## config.mk

```make
export PLATFORM = sky130hd
export DESIGN_NAME = dmem_port_arbiter_flat
export DESIGN_NICKNAME = d
export VERILOG_FILES = /design/src/rtl/dmem_port_arbiter_pkg.sv /design/src/rtl/dmem_port_arbiter_if.sv /design/src/rtl/dmem_port_arbiter_arb_rr_pick.sv /design/src/rtl/dmem_port_arbiter.sv /design/src/flat_wrapper.sv
export SDC_FILE = /design/constraint.sdc
export NUM_CORES = 1
export LEC_CHECK = 0
export ABC_AREA = 1
export CAP_MARGIN = 0
export CORE_AREA = 2 2 115 117
export CTS_BUF_LIST = sky130_fd_sc_hd__clkbuf_2 sky130_fd_sc_hd__clkbuf_4 sky130_fd_sc_hd__clkbuf_8
export CTS_CLUSTER_SIZE = 24
export DETAILED_ROUTE_END_ITERATION = 12
export DIE_AREA = 0 0 117 119
export PLACE_DENSITY = 0.81
export SLEW_MARGIN = 20
export SYNTH_ARGS = -nofsm -noshare
export SYNTH_HDL_FRONTEND = slang
export SYNTH_SLANG_ARGS = --single-unit
export TNS_END_PERCENT = 5
```

## constraint.sdc

```tcl
create_clock -name clk -period 5.41 [get_ports clk]
set_input_delay 1.623 -clock clk [delete_from_list [all_inputs] [get_ports clk]]
set_output_delay 1.623 -clock clk [all_outputs]
set_load 0.02 [all_outputs]
```

## src/rtl/dmem_port_arbiter_pkg.sv

```systemverilog
// ============================================================================
// Module  : dmem_port_arbiter_pkg
// Brief   : State encodings, owner type and helpers shared by the DataMemory
//           port arbiter and its round-robin picker.
// Revision: 1.0 - initial release
// ============================================================================
`default_nettype none

package dmem_port_arbiter_pkg;

    localparam logic [1:0] ST_IDLE    = 2'd0;
    localparam logic [1:0] ST_OWN_CPU = 2'd1;
    localparam logic [1:0] ST_OWN_LDR = 2'd2;

    typedef enum logic {
        OWNER_CPU = 1'b0,
        OWNER_LDR = 1'b1
    } owner_e;

    function automatic owner_e other_owner(input owner_e i_owner);
        return (i_owner == OWNER_CPU) ? OWNER_LDR : OWNER_CPU;
    endfunction

    function automatic logic [1:0] owner_state(input owner_e i_owner);
        return (i_owner == OWNER_CPU) ? ST_OWN_CPU : ST_OWN_LDR;
    endfunction

endpackage

`default_nettype wire

```

## src/rtl/dmem_port_arbiter_if.sv

```systemverilog
// ============================================================================
// Module  : dmem_port_arbiter_if
// Brief   : Single-beat requester bus for one DataMemory port client.
// Revision: 1.0 - initial release
// ============================================================================
`default_nettype none

interface dmem_port_arbiter_if #(
    parameter int ADDR_W = 32,
    parameter int DATA_W = 32
);
    logic              req;
    logic              we;
    logic [ADDR_W-1:0] addr;
    logic [DATA_W-1:0] wdata;
    logic              gnt;
    logic              rvalid;
    logic [DATA_W-1:0] rdata;

    modport master (
        output req, we, addr, wdata,
        input  gnt, rvalid, rdata
    );

    modport slave (
        input  req, we, addr, wdata,
        output gnt, rvalid, rdata
    );
endinterface

`default_nettype wire

```

## src/rtl/dmem_port_arbiter_arb_rr_pick.sv

```systemverilog
// ============================================================================
// Module  : arb_rr_pick
// Brief   : Combinational winner picker for an idle port: round-robin on a
//           tie, or CPU-first when fixed priority is enabled.
// Revision: 1.0 - initial release
// ============================================================================
`default_nettype none

module arb_rr_pick
    import dmem_port_arbiter_pkg::*;
(
    input  wire    i_req_cpu,
    input  wire    i_req_ldr,
    input  wire    i_prio_en,
    input  owner_e i_last_owner,
    output logic   o_valid,
    output owner_e o_winner
);

    always_comb begin
        o_valid  = i_req_cpu | i_req_ldr;
        o_winner = OWNER_CPU;
        if (i_req_cpu && i_req_ldr) begin
            o_winner = i_prio_en ? OWNER_CPU : other_owner(i_last_owner);
        end else if (i_req_ldr) begin
            o_winner = OWNER_LDR;
        end
    end

endmodule

`default_nettype wire

```

## src/rtl/dmem_port_arbiter.sv

```systemverilog
// ============================================================================
// Module  : dmem_port_arbiter
// Brief   : Shares the DataMemory port between the CPU and the debug loader.
//           Define DMEM_ARB_CPU_PRIO_EN for fixed CPU priority.
// Revision: 1.0 - initial release
// ============================================================================
`default_nettype none

module dmem_port_arbiter
    import dmem_port_arbiter_pkg::*;
#(
    parameter int ADDR_W   = 32,
    parameter int DATA_W   = 32,
    parameter int HOLD_MAX = 4
) (
    input  wire               clk,
    input  wire               rst_n,
    dmem_port_arbiter_if.slave cpu,
    dmem_port_arbiter_if.slave ldr,
    output logic [ADDR_W-1:0] o_mem_addr,
    output logic [DATA_W-1:0] o_mem_wdata,
    output logic              o_mem_we,
    output logic              o_mem_re,
    input  wire  [DATA_W-1:0] i_mem_rdata
);

    localparam int CNT_W = $clog2(HOLD_MAX + 1);

`ifdef DMEM_ARB_CPU_PRIO_EN
    localparam logic c_prio_en = 1'b1;
`else
    localparam logic c_prio_en = 1'b0;
`endif

    logic [1:0]       r_state;
    owner_e           r_last_owner;
    logic [CNT_W-1:0] r_beat_cnt;
    logic             r_cpu_rvalid;
    logic             r_ldr_rvalid;
    logic [DATA_W-1:0] r_cpu_rdata;
    logic [DATA_W-1:0] r_ldr_rdata;

    logic [1:0]       w_state_nxt;
    owner_e           w_last_nxt;
    logic [CNT_W-1:0] w_cnt_nxt;
    logic [CNT_W-1:0] w_cnt_sat;
    logic             w_cnt_below;
    logic             w_hold_ok;
    logic             w_gnt_cpu;
    logic             w_gnt_ldr;
    owner_e           w_cur_owner;
    logic             w_own_req;
    logic             w_oth_req;
    logic             w_pick_valid;
    owner_e           w_pick_winner;

    arb_rr_pick u_pick (
        .i_req_cpu    (cpu.req),
        .i_req_ldr    (ldr.req),
        .i_prio_en    (c_prio_en),
        .i_last_owner (r_last_owner),
        .o_valid      (w_pick_valid),
        .o_winner     (w_pick_winner)
    );

    // Grants come from the state register alone so reset removes them at once.
    assign w_gnt_cpu   = (r_state == ST_OWN_CPU);
    assign w_gnt_ldr   = (r_state == ST_OWN_LDR);
    assign w_cur_owner = w_gnt_ldr ? OWNER_LDR : OWNER_CPU;
    assign w_own_req   = w_gnt_ldr ? ldr.req : cpu.req;
    assign w_oth_req   = w_gnt_ldr ? cpu.req : ldr.req;

    assign w_cnt_below = (int'(r_beat_cnt) + 1) < HOLD_MAX;
    assign w_cnt_sat   = w_cnt_below ? (r_beat_cnt + CNT_W'(1)) : r_beat_cnt;
    assign w_hold_ok   = w_cnt_below | (c_prio_en & w_gnt_cpu);

    always_comb begin
        w_state_nxt = r_state;
        w_last_nxt  = r_last_owner;
        w_cnt_nxt   = r_beat_cnt;
        case (r_state)
            ST_IDLE: begin
                if (w_pick_valid) begin
                    w_state_nxt = owner_state(w_pick_winner);
                    w_cnt_nxt   = '0;
                end
            end
            ST_OWN_CPU, ST_OWN_LDR: begin
                w_last_nxt = w_cur_owner;
                if (w_own_req && (!w_oth_req || w_hold_ok)) begin
                    w_cnt_nxt = w_cnt_sat;
                end else if (w_oth_req) begin
                    w_state_nxt = owner_state(other_owner(w_cur_owner));
                    w_cnt_nxt   = '0;
                end else begin
                    w_state_nxt = ST_IDLE;
                    w_cnt_nxt   = '0;
                end
            end
            default: begin
                w_state_nxt = ST_IDLE;
                w_cnt_nxt   = '0;
            end
        endcase
    end

    always_ff @(posedge clk or negedge rst_n) begin
        if (!rst_n) begin
            r_state      <= ST_IDLE;
            r_last_owner <= OWNER_LDR;
            r_beat_cnt   <= '0;
        end else begin
            r_state      <= w_state_nxt;
            r_last_owner <= w_last_nxt;
            r_beat_cnt   <= w_cnt_nxt;
        end
    end

    always_ff @(posedge clk or negedge rst_n) begin
        if (!rst_n) begin
            r_cpu_rvalid <= 1'b0;
            r_ldr_rvalid <= 1'b0;
            r_cpu_rdata  <= '0;
            r_ldr_rdata  <= '0;
        end else begin
            r_cpu_rvalid <= w_gnt_cpu & ~cpu.we;
            r_ldr_rvalid <= w_gnt_ldr & ~ldr.we;
            if (w_gnt_cpu && !cpu.we) begin
                r_cpu_rdata <= i_mem_rdata;
            end
            if (w_gnt_ldr && !ldr.we) begin
                r_ldr_rdata <= i_mem_rdata;
            end
        end
    end

    always_comb begin
        o_mem_addr  = '0;
        o_mem_wdata = '0;
        o_mem_we    = 1'b0;
        o_mem_re    = 1'b0;
        if (w_gnt_cpu) begin
            o_mem_addr  = cpu.addr;
            o_mem_wdata = cpu.wdata;
            o_mem_we    = cpu.we;
            o_mem_re    = ~cpu.we;
        end else if (w_gnt_ldr) begin
            o_mem_addr  = ldr.addr;
            o_mem_wdata = ldr.wdata;
            o_mem_we    = ldr.we;
            o_mem_re    = ~ldr.we;
        end
    end

    assign cpu.gnt    = w_gnt_cpu;
    assign cpu.rvalid = r_cpu_rvalid;
    assign cpu.rdata  = r_cpu_rdata;
    assign ldr.gnt    = w_gnt_ldr;
    assign ldr.rvalid = r_ldr_rvalid;
    assign ldr.rdata  = r_ldr_rdata;

endmodule

`default_nettype wire

```

## src/flat_wrapper.sv

```systemverilog
// flat-port wrapper written by rule: the top's interface ports become plain ports
module dmem_port_arbiter_flat import dmem_port_arbiter_pkg::*;
#(
    parameter int ADDR_W   = 32,
    parameter int DATA_W   = 32,
    parameter int HOLD_MAX = 4
)
  (clk, rst_n, o_mem_addr, o_mem_wdata, o_mem_we, o_mem_re, i_mem_rdata, cpu_req, cpu_we, cpu_addr, cpu_wdata, cpu_gnt, cpu_rvalid, cpu_rdata, ldr_req, ldr_we, ldr_addr, ldr_wdata, ldr_gnt, ldr_rvalid, ldr_rdata);
  dmem_port_arbiter_if #(.ADDR_W(ADDR_W), .DATA_W(DATA_W)) cpu_i ();
  dmem_port_arbiter_if #(.ADDR_W(ADDR_W), .DATA_W(DATA_W)) ldr_i ();
  input  wire clk;
  input  wire rst_n;
  output logic [ADDR_W-1:0] o_mem_addr;
  output logic [DATA_W-1:0] o_mem_wdata;
  output logic o_mem_we;
  output logic o_mem_re;
  input  wire  [DATA_W-1:0] i_mem_rdata;
  input wire logic [$bits(cpu_i.req)-1:0] cpu_req;
  input wire logic [$bits(cpu_i.we)-1:0] cpu_we;
  input wire logic [$bits(cpu_i.addr)-1:0] cpu_addr;
  input wire logic [$bits(cpu_i.wdata)-1:0] cpu_wdata;
  output wire logic [$bits(cpu_i.gnt)-1:0] cpu_gnt;
  output wire logic [$bits(cpu_i.rvalid)-1:0] cpu_rvalid;
  output wire logic [$bits(cpu_i.rdata)-1:0] cpu_rdata;
  input wire logic [$bits(ldr_i.req)-1:0] ldr_req;
  input wire logic [$bits(ldr_i.we)-1:0] ldr_we;
  input wire logic [$bits(ldr_i.addr)-1:0] ldr_addr;
  input wire logic [$bits(ldr_i.wdata)-1:0] ldr_wdata;
  output wire logic [$bits(ldr_i.gnt)-1:0] ldr_gnt;
  output wire logic [$bits(ldr_i.rvalid)-1:0] ldr_rvalid;
  output wire logic [$bits(ldr_i.rdata)-1:0] ldr_rdata;
  assign cpu_i.req = cpu_req;
  assign cpu_i.we = cpu_we;
  assign cpu_i.addr = cpu_addr;
  assign cpu_i.wdata = cpu_wdata;
  assign cpu_gnt = cpu_i.gnt;
  assign cpu_rvalid = cpu_i.rvalid;
  assign cpu_rdata = cpu_i.rdata;
  assign ldr_i.req = ldr_req;
  assign ldr_i.we = ldr_we;
  assign ldr_i.addr = ldr_addr;
  assign ldr_i.wdata = ldr_wdata;
  assign ldr_gnt = ldr_i.gnt;
  assign ldr_rvalid = ldr_i.rvalid;
  assign ldr_rdata = ldr_i.rdata;
  dmem_port_arbiter #(.ADDR_W(ADDR_W), .DATA_W(DATA_W), .HOLD_MAX(HOLD_MAX)) u_core (.clk(clk), .rst_n(rst_n), .cpu(cpu_i), .ldr(ldr_i), .o_mem_addr(o_mem_addr), .o_mem_wdata(o_mem_wdata), .o_mem_we(o_mem_we), .o_mem_re(o_mem_re), .i_mem_rdata(i_mem_rdata));
endmodule
```

==> results of run 1 <==
==> metrics by stage <==
| step | util (%) | area (µm²) |
|---|---|---|
| 2_1_floorplan | - | 3850 |
| 3_3_place_gp | 53.8 | 6930 |
| 3_5_place_dp | 53.8 | 6930 |
| 4_1_cts | 55.5 | 7150 |
| 5_1_grt | 55.7 | 7170 |
| 6_report | 55.7 | 7170 |
==> power by group <==
group          internal, µW  switching [µW]  total (µW)
logic                  1080            1370        2450
clock network           267             202         469
registers               777             124         901
total                  2130            1700        3820
==> path summary, 6_finish.rpt <==
path,endpoint,startpoint,slack [ps],cells after the start
min in group asynchronous,u_core.cpu.rdata[3]$_DFFE_PN0P_,rst_n,1210,1
worst max register to register,u_core.cpu.rdata[8]$_DFFE_PN0P_,u_core.r_state[1]$_DFFE_PN0P_,3040,7
max in group asynchronous,u_core.cpu.rdata[22]$_DFFE_PN0P_,rst_n,3280,3
worst min-delay path,u_core.ldr.rdata[16]$_DFFE_PN0P_,u_core.ldr.rdata[16]$_DFFE_PN0P_,490,2
worst min register to register,u_core.ldr.rdata[16]$_DFFE_PN0P_,u_core.ldr.rdata[16]$_DFFE_PN0P_,490,2
worst max-delay path,o_mem_we,ldr_we,690,4
==> synthesized netlist by cell type <==
| cell type | n |
|---|---|
| sky130_fd_sc_hd__o21ai_2 | 18 |
| sky130_fd_sc_hd__ha_1 | 5 |
| sky130_fd_sc_hd__inv_1 | 37 |
| sky130_fd_sc_hd__a21oi_1 | 3 |
| sky130_fd_sc_hd__nand2_1 | 217 |
| sky130_fd_sc_hd__nor2_1 | 4 |
| sky130_fd_sc_hd__buf_6 | 6 |
| sky130_fd_sc_hd__dfstp_2 | 1 |
| sky130_fd_sc_hd__clkbuf_1 | 9 |
| sky130_fd_sc_hd__o21ai_0 | 12 |
| sky130_fd_sc_hd__nor2_2 | 2 |
| sky130_fd_sc_hd__buf_2 | 17 |
| sky130_fd_sc_hd__dfrtp_1 | 71 |
| sky130_fd_sc_hd__nand3_1 | 76 |
| sky130_fd_sc_hd__or2_2 | 1 |
| sky130_fd_sc_hd__buf_1 | 3 |
| sky130_fd_sc_hd__o21ai_1 | 35 |
| sky130_fd_sc_hd__inv_2 | 4 |
==> final cells by class <==
class	count	area, µm²	share of cell area [%]
clock buffers	10	131	1.83
clock inverters	6	91.3	1.27
inverters	41	154	2.15
multi-input cells	373	1700	23.8
flip-flops and latches	72	1800	25.1
well taps	176	220	3.07
repair buffers	308	3070	42.8
==> logic make-up (layout without fill, tap and decap cells) <==
kind of cell / Yosys count / after routing / synth area share (%)
AO/OA/AOI/OAI: 68 / 68 / 10.6
adder cells (fa/ha/maj): 5 / 5 / 1.62
buffers and inverters: 76 / 365 / 9.12
flip-flops: 72 / 72 / 46.8
AND/OR/NAND/NOR: 300 / 300 / 31.9
==> state kept, by name (all words and copies together), names as in the netlist <==
signal	flops
u_core.cpu.rdata	32
u_core.cpu.rvalid	1
u_core.ldr.rdata	32
u_core.ldr.rvalid	1
u_core.r_beat_cnt	3
u_core.r_last_owner	1
u_core.r_state	2
==> worst max-delay path: stages <==
cell,delay [ps]
sky130_fd_sc_hd__clkdlybuf4s50_1,490
sky130_fd_sc_hd__nand3_1,80
sky130_fd_sc_hd__nand2_1,240
sky130_fd_sc_hd__clkdlybuf4s50_1,660
==> routing by layer <==
layer  routed length (µm)  part of all wire, %  GRT usage, %  vias up
li1                     -                    -             -     2216
met5                    0                    0             0        -
met4                  261                  1.8          5.15        0
met3                 1850                   12          10.8       21
met2                 6810                   46          32.7      182
met1                 5860                   40          24.8     1988
==> impl_metrics.py, run 1 <==
metrics = {
    "outcome": {
        "run_status": "finished clean",
    },
    "clocking": {
        "cts.repair_timing.setup_buffer_count": 0,
        "tritoncts": "yes",
        "cts-htree-levels": 3,
        "cts-root-buf": "sky130_fd_sc_hd__clkbuf_8",
        "cts_repair_resize_count": 0,
        "postCtsHoldBufs": 0,
        "cts_buffers": 9,
        "count_of_clock_tree_sinks": 72,
        "clkLatencyLatePin_ps": 330,
        "clkSlewWorstSetupHoldPaths_ps": 80,
        "maximum_clock_insertion_buffer_count": 2,
    },
    "sta": {
        "setup_viol": 0,
        "postLayoutSetupSlackWorst_ps": 689,
        "timing_hold_violations_final": 0,
        "finalWorstPathRequiredPeriod_ps": 4720,
        "period_share_pct": 87.3,
        "max_clock_freq_mhz": 212,
        "slew_viol_final": 0,
        "worst-slew-pin-transition_ps": 831,
        "clock-skew-final_ps": 7.81,
        "tns_ps": 0,
        "relSlewSlack_pct": 44.6,
        "rsz0062_at_grt": "false",
        "final.hold.worst_slack_ps": 487,
    },
    "placed_design": {
        "dpl.cell_count": 969,
        "detailedPlace.worstSlack_ps": 678,
        "hpwlAfterDp_um": 11700,
        "gp_routability_congestion": 0.794,
        "port_buffers": 299,
    },
    "layout": {
        "final_cells": 986,
        "finalNetCount": 976,
        "fill_cells": 1144,
        "ratio_of_cells_with_drive_above_1_in_the_final_layout_pct": 6.67,
        "n_diodes": 0,
        "area.growth.synth_to_final_pct": 86.1,
        "mostFrequentLayoutCell": "sky130_fd_sc_hd__clkdlybuf4s50_1",
        "layout.cells.most_common_list": "298 x sky130_fd_sc_hd__clkdlybuf4s50_1, 217 x sky130_fd_sc_hd__nand2_1, 76 x sky130_fd_sc_hd__nand3_1",
    },
    "critical_path": {
        "critical_path_arrival_ps": 3100,
        "setup.worst_path.start_class": "input pin",
        "critPathKind": "input pin to output pin",
        "worst_path_fanout_max": 2,
        "timing.critical_path.to_type": "output pin",
        "timing.critical_path.required_ps": 3790,
    },
    "die": {
        "row_count": 42,
        "io_pins": 300,
        "floorplan.die.height_um": 119,
        "total_die_area_um2": 13900,
        "start_util_pct": 29.9,
        "core_area_um2": 12900,
        "die_width_um": 117,
    },
    "power_and_ir_drop": {
        "leakagePower_uw": 0.00336,
        "power_density_nw_per_um2": 533,
        "report.power.total_uw": 3820,
        "peak_supply_drop_uv": 214,
    },
    "synthesis": {
        "post_syn_area_um2": 3850,
        "average_cell_area_after_synthesis_um2": 7.40,
        "synth.largest_area_cell": "sky130_fd_sc_hd__dfrtp_1",
        "synth_seq_area_share_pct": 46.8,
        "ys_warn_count": 0,
        "post_syn_nets": 692,
        "synth_area_leaders": "sky130_fd_sc_hd__dfrtp_1 46%, sky130_fd_sc_hd__nand2_1 21%, sky130_fd_sc_hd__nand3_1 9.9%",
        "synth_cell_types": 18,
        "synth_top_cell_area_share_pct": 46.1,
        "yosys_register_bits": 72,
        "netlist_instances": 521,
    },
    "grt": {
        "grt_pass1_wl_um": 22200,
        "grt_antenna_before_repair": 0,
        "overall_global_routing_resource_usage_pct": 20.7,
        "grt_overflow": 0,
        "grt_max_degree": 68,
        "first_global_vias": 4252,
    },
    "route": {
        "drt-wirelength-per-cell_um": 15.0,
        "firstDrtPassIters": 5,
        "wl_um": 14800,
        "detailedRoute.firstIterationViolations": 299,
        "drcViolationCount": 0,
        "detail_route.vias_per_cell": 4.47,
        "detail-route-antenna-nets": 0,
        "vias": 4407,
    },
    "hold_path": {
        "min_path_type": "flop to flop",
    },
    "flow_run": {
        "drv.max_cap_violation_count": 0,
    },
}
Note: power is estimated with default switching activity, not from simulation.
==> run 2, diff against run 1 <==
Settings changed: CORE_AREA 2 2 115 117 to 3 3 116 118, DIE_AREA 0 0 117 119 to 0 0 119 121.
==> run 2 against run 1 <==
Net effect: worst setup slack better by 40 ps; clock power up 0.9%; maximum frequency up 0.85%; register-to-register slack about the same.
==> impl_metrics.py, run 2 (synthesis gave the netlist of run 1 again) <==
metrics = {
    "critical_path": {
        "worst_path_fanout_max": 2,
        "setup.worst_path.start_class": "input pin",
        "critPathKind": "input pin to output pin",
        "timing.critical_path.required_ps": 3790,
        "critical_path_arrival_ps": 3060,
        "timing.critical_path.to_type": "output pin",
    },
    "clocking": {
        "cts_repair_resize_count": 0,
        "postCtsHoldBufs": 0,
        "tritoncts": "yes",
        "cts_buffers": 9,
        "clkLatencyLatePin_ps": 330,
        "count_of_clock_tree_sinks": 72,
        "cts.repair_timing.setup_buffer_count": 0,
        "maximum_clock_insertion_buffer_count": 2,
        "clkSlewWorstSetupHoldPaths_ps": 70,
        "cts-htree-levels": 3,
        "cts-root-buf": "sky130_fd_sc_hd__clkbuf_8",
    },
    "grt": {
        "overall_global_routing_resource_usage_pct": 18.8,
        "grt_max_degree": 68,
        "first_global_vias": 4056,
        "grt_antenna_before_repair": 0,
        "grt_overflow": 0,
        "grt_pass1_wl_um": 21500,
    },
    "outcome": {
        "run_status": "finished clean",
    },
    "route": {
        "detailedRoute.firstIterationViolations": 301,
        "detail_route.vias_per_cell": 4.39,
        "drcViolationCount": 0,
        "routed-wl-met3_um": 1430,
        "firstDrtPassIters": 4,
        "vias": 4304,
        "drt-wirelength-per-cell_um": 14.7,
        "maxUsedRoutingLayer": "met4",
        "met1_length_um": 5810,
        "detail-route-antenna-nets": 0,
        "detailroute.wirelength.met2_um": 7040,
        "wl_um": 14400,
    },
    "layout": {
        "finalNetCount": 975,
        "ratio_of_cells_with_drive_above_1_in_the_final_layout_pct": 6.55,
        "final_cells": 981,
        "mostFrequentLayoutCell": "sky130_fd_sc_hd__clkdlybuf4s50_1",
        "n_diodes": 0,
        "layout.cells.most_common_list": "298 x sky130_fd_sc_hd__clkdlybuf4s50_1, 217 x sky130_fd_sc_hd__nand2_1, 76 x sky130_fd_sc_hd__nand3_1",
        "area.growth.synth_to_final_pct": 85.5,
    },
    "sta": {
        "timing_hold_violations_final": 0,
        "slew_viol_final": 0,
        "setup_viol": 0,
        "max_clock_freq_mhz": 214,
        "clock-skew-final_ps": 6.04,
        "worst-slew-pin-transition_ps": 837,
        "period_share_pct": 86.5,
        "tns_ps": 0,
        "relSlewSlack_pct": 44.2,
        "finalWorstPathRequiredPeriod_ps": 4680,
        "rsz0062_at_grt": "false",
    },
    "die": {
        "floorplan.die.height_um": 121,
        "io_pins": 300,
        "total_die_area_um2": 14400,
        "row_count": 41,
        "die_width_um": 119,
        "start_util_pct": 30.7,
        "core_area_um2": 12600,
    },
    "power_and_ir_drop": {
        "power_density_nw_per_um2": 531,
        "leakagePower_uw": 0.00334,
        "report.power.total_uw": 3800,
        "peak_supply_drop_uv": 317,
    },
    "placed_design": {
        "port_buffers": 299,
        "dpl.cell_count": 965,
        "gp_routability_congestion": 0.854,
        "hpwlAfterDp_um": 11400,
    },
    "flow_run": {
        "drv.max_cap_violation_count": 0,
    },
    "hold_path": {
        "min_path_type": "flop to flop",
    },
}
==> run 2: area by class of cell <==
cell class                      instances  area, µm²
Clock buffer                           10        131
Clock inverter                          6       92.6
Fill cell                            1152       5420
Inverter                               41        154
Multi-Input combinational cell        373       1700
Sequential cell                        72       1800
Tap cell                              172        215
Timing Repair Buffer                  307       3050
==> run 2: routing by layer <==
| layer | GRT usage [%] | vias up |
|---|---|---|
| met4 | 4.34 | 0 |
| met5 | 0 | - |
| li1 | - | 2214 |
| met3 | 8.44 | 6 |
| met1 | 22.9 | 1924 |
| met2 | 30.7 | 160 |
==> run 2: path summary, 6_finish.rpt <==
kind	startpoint	endpoint	slack [ps]	cells past startpoint
worst max-delay path	ldr_we	o_mem_re	730	5
max in group asynchronous	rst_n	u_core.cpu.rdata[20]$_DFFE_PN0P_	3070	2
worst min-delay path	u_core.ldr.rdata[30]$_DFFE_PN0P_	u_core.ldr.rdata[30]$_DFFE_PN0P_	480	2
worst max register to register	u_core.r_state[0]$_DFFE_PN0P_	u_core.ldr.rdata[0]$_DFFE_PN0P_	3050	8
min in group asynchronous	rst_n	u_core.ldr.rdata[4]$_DFFE_PN0P_	1390	1
worst min register to register	u_core.ldr.rdata[30]$_DFFE_PN0P_	u_core.ldr.rdata[30]$_DFFE_PN0P_	480	2
==> run 2: worst max-delay path, stage by stage <==
cell and delay, ps:
sky130_fd_sc_hd__clkdlybuf4s50_1 430, sky130_fd_sc_hd__nor2_2 200, sky130_fd_sc_hd__inv_2 60, sky130_fd_sc_hd__o21ai_2 100, sky130_fd_sc_hd__clkdlybuf4s50_1 640
==> run 2: through the flow <==
stage               instance area, µm²  hold WS, ps  util [%]  worst slack, ps
global placement                  6920          463      55.1              711
floorplan                         3850          467         -             1510
detailed placement                6920          467      55.1              708
finish                            7150          482      56.9              728
CTS                               7150          488      56.9              708
global route                      7150          504      56.9              664
==> run 2: power by group <==
part           internal [µW]  total, µW  switching, µW
clock network            268        473            205
logic                   1080       2420           1340
registers                777        902            125
total                   2130       3800           1670
==> run 3, diff against run 2 <==
Settings changed: SKIP_LAST_GASP set to 1.
==> results of run 3 <==
Final layout, timing and power as in run 2 (identical DEF).
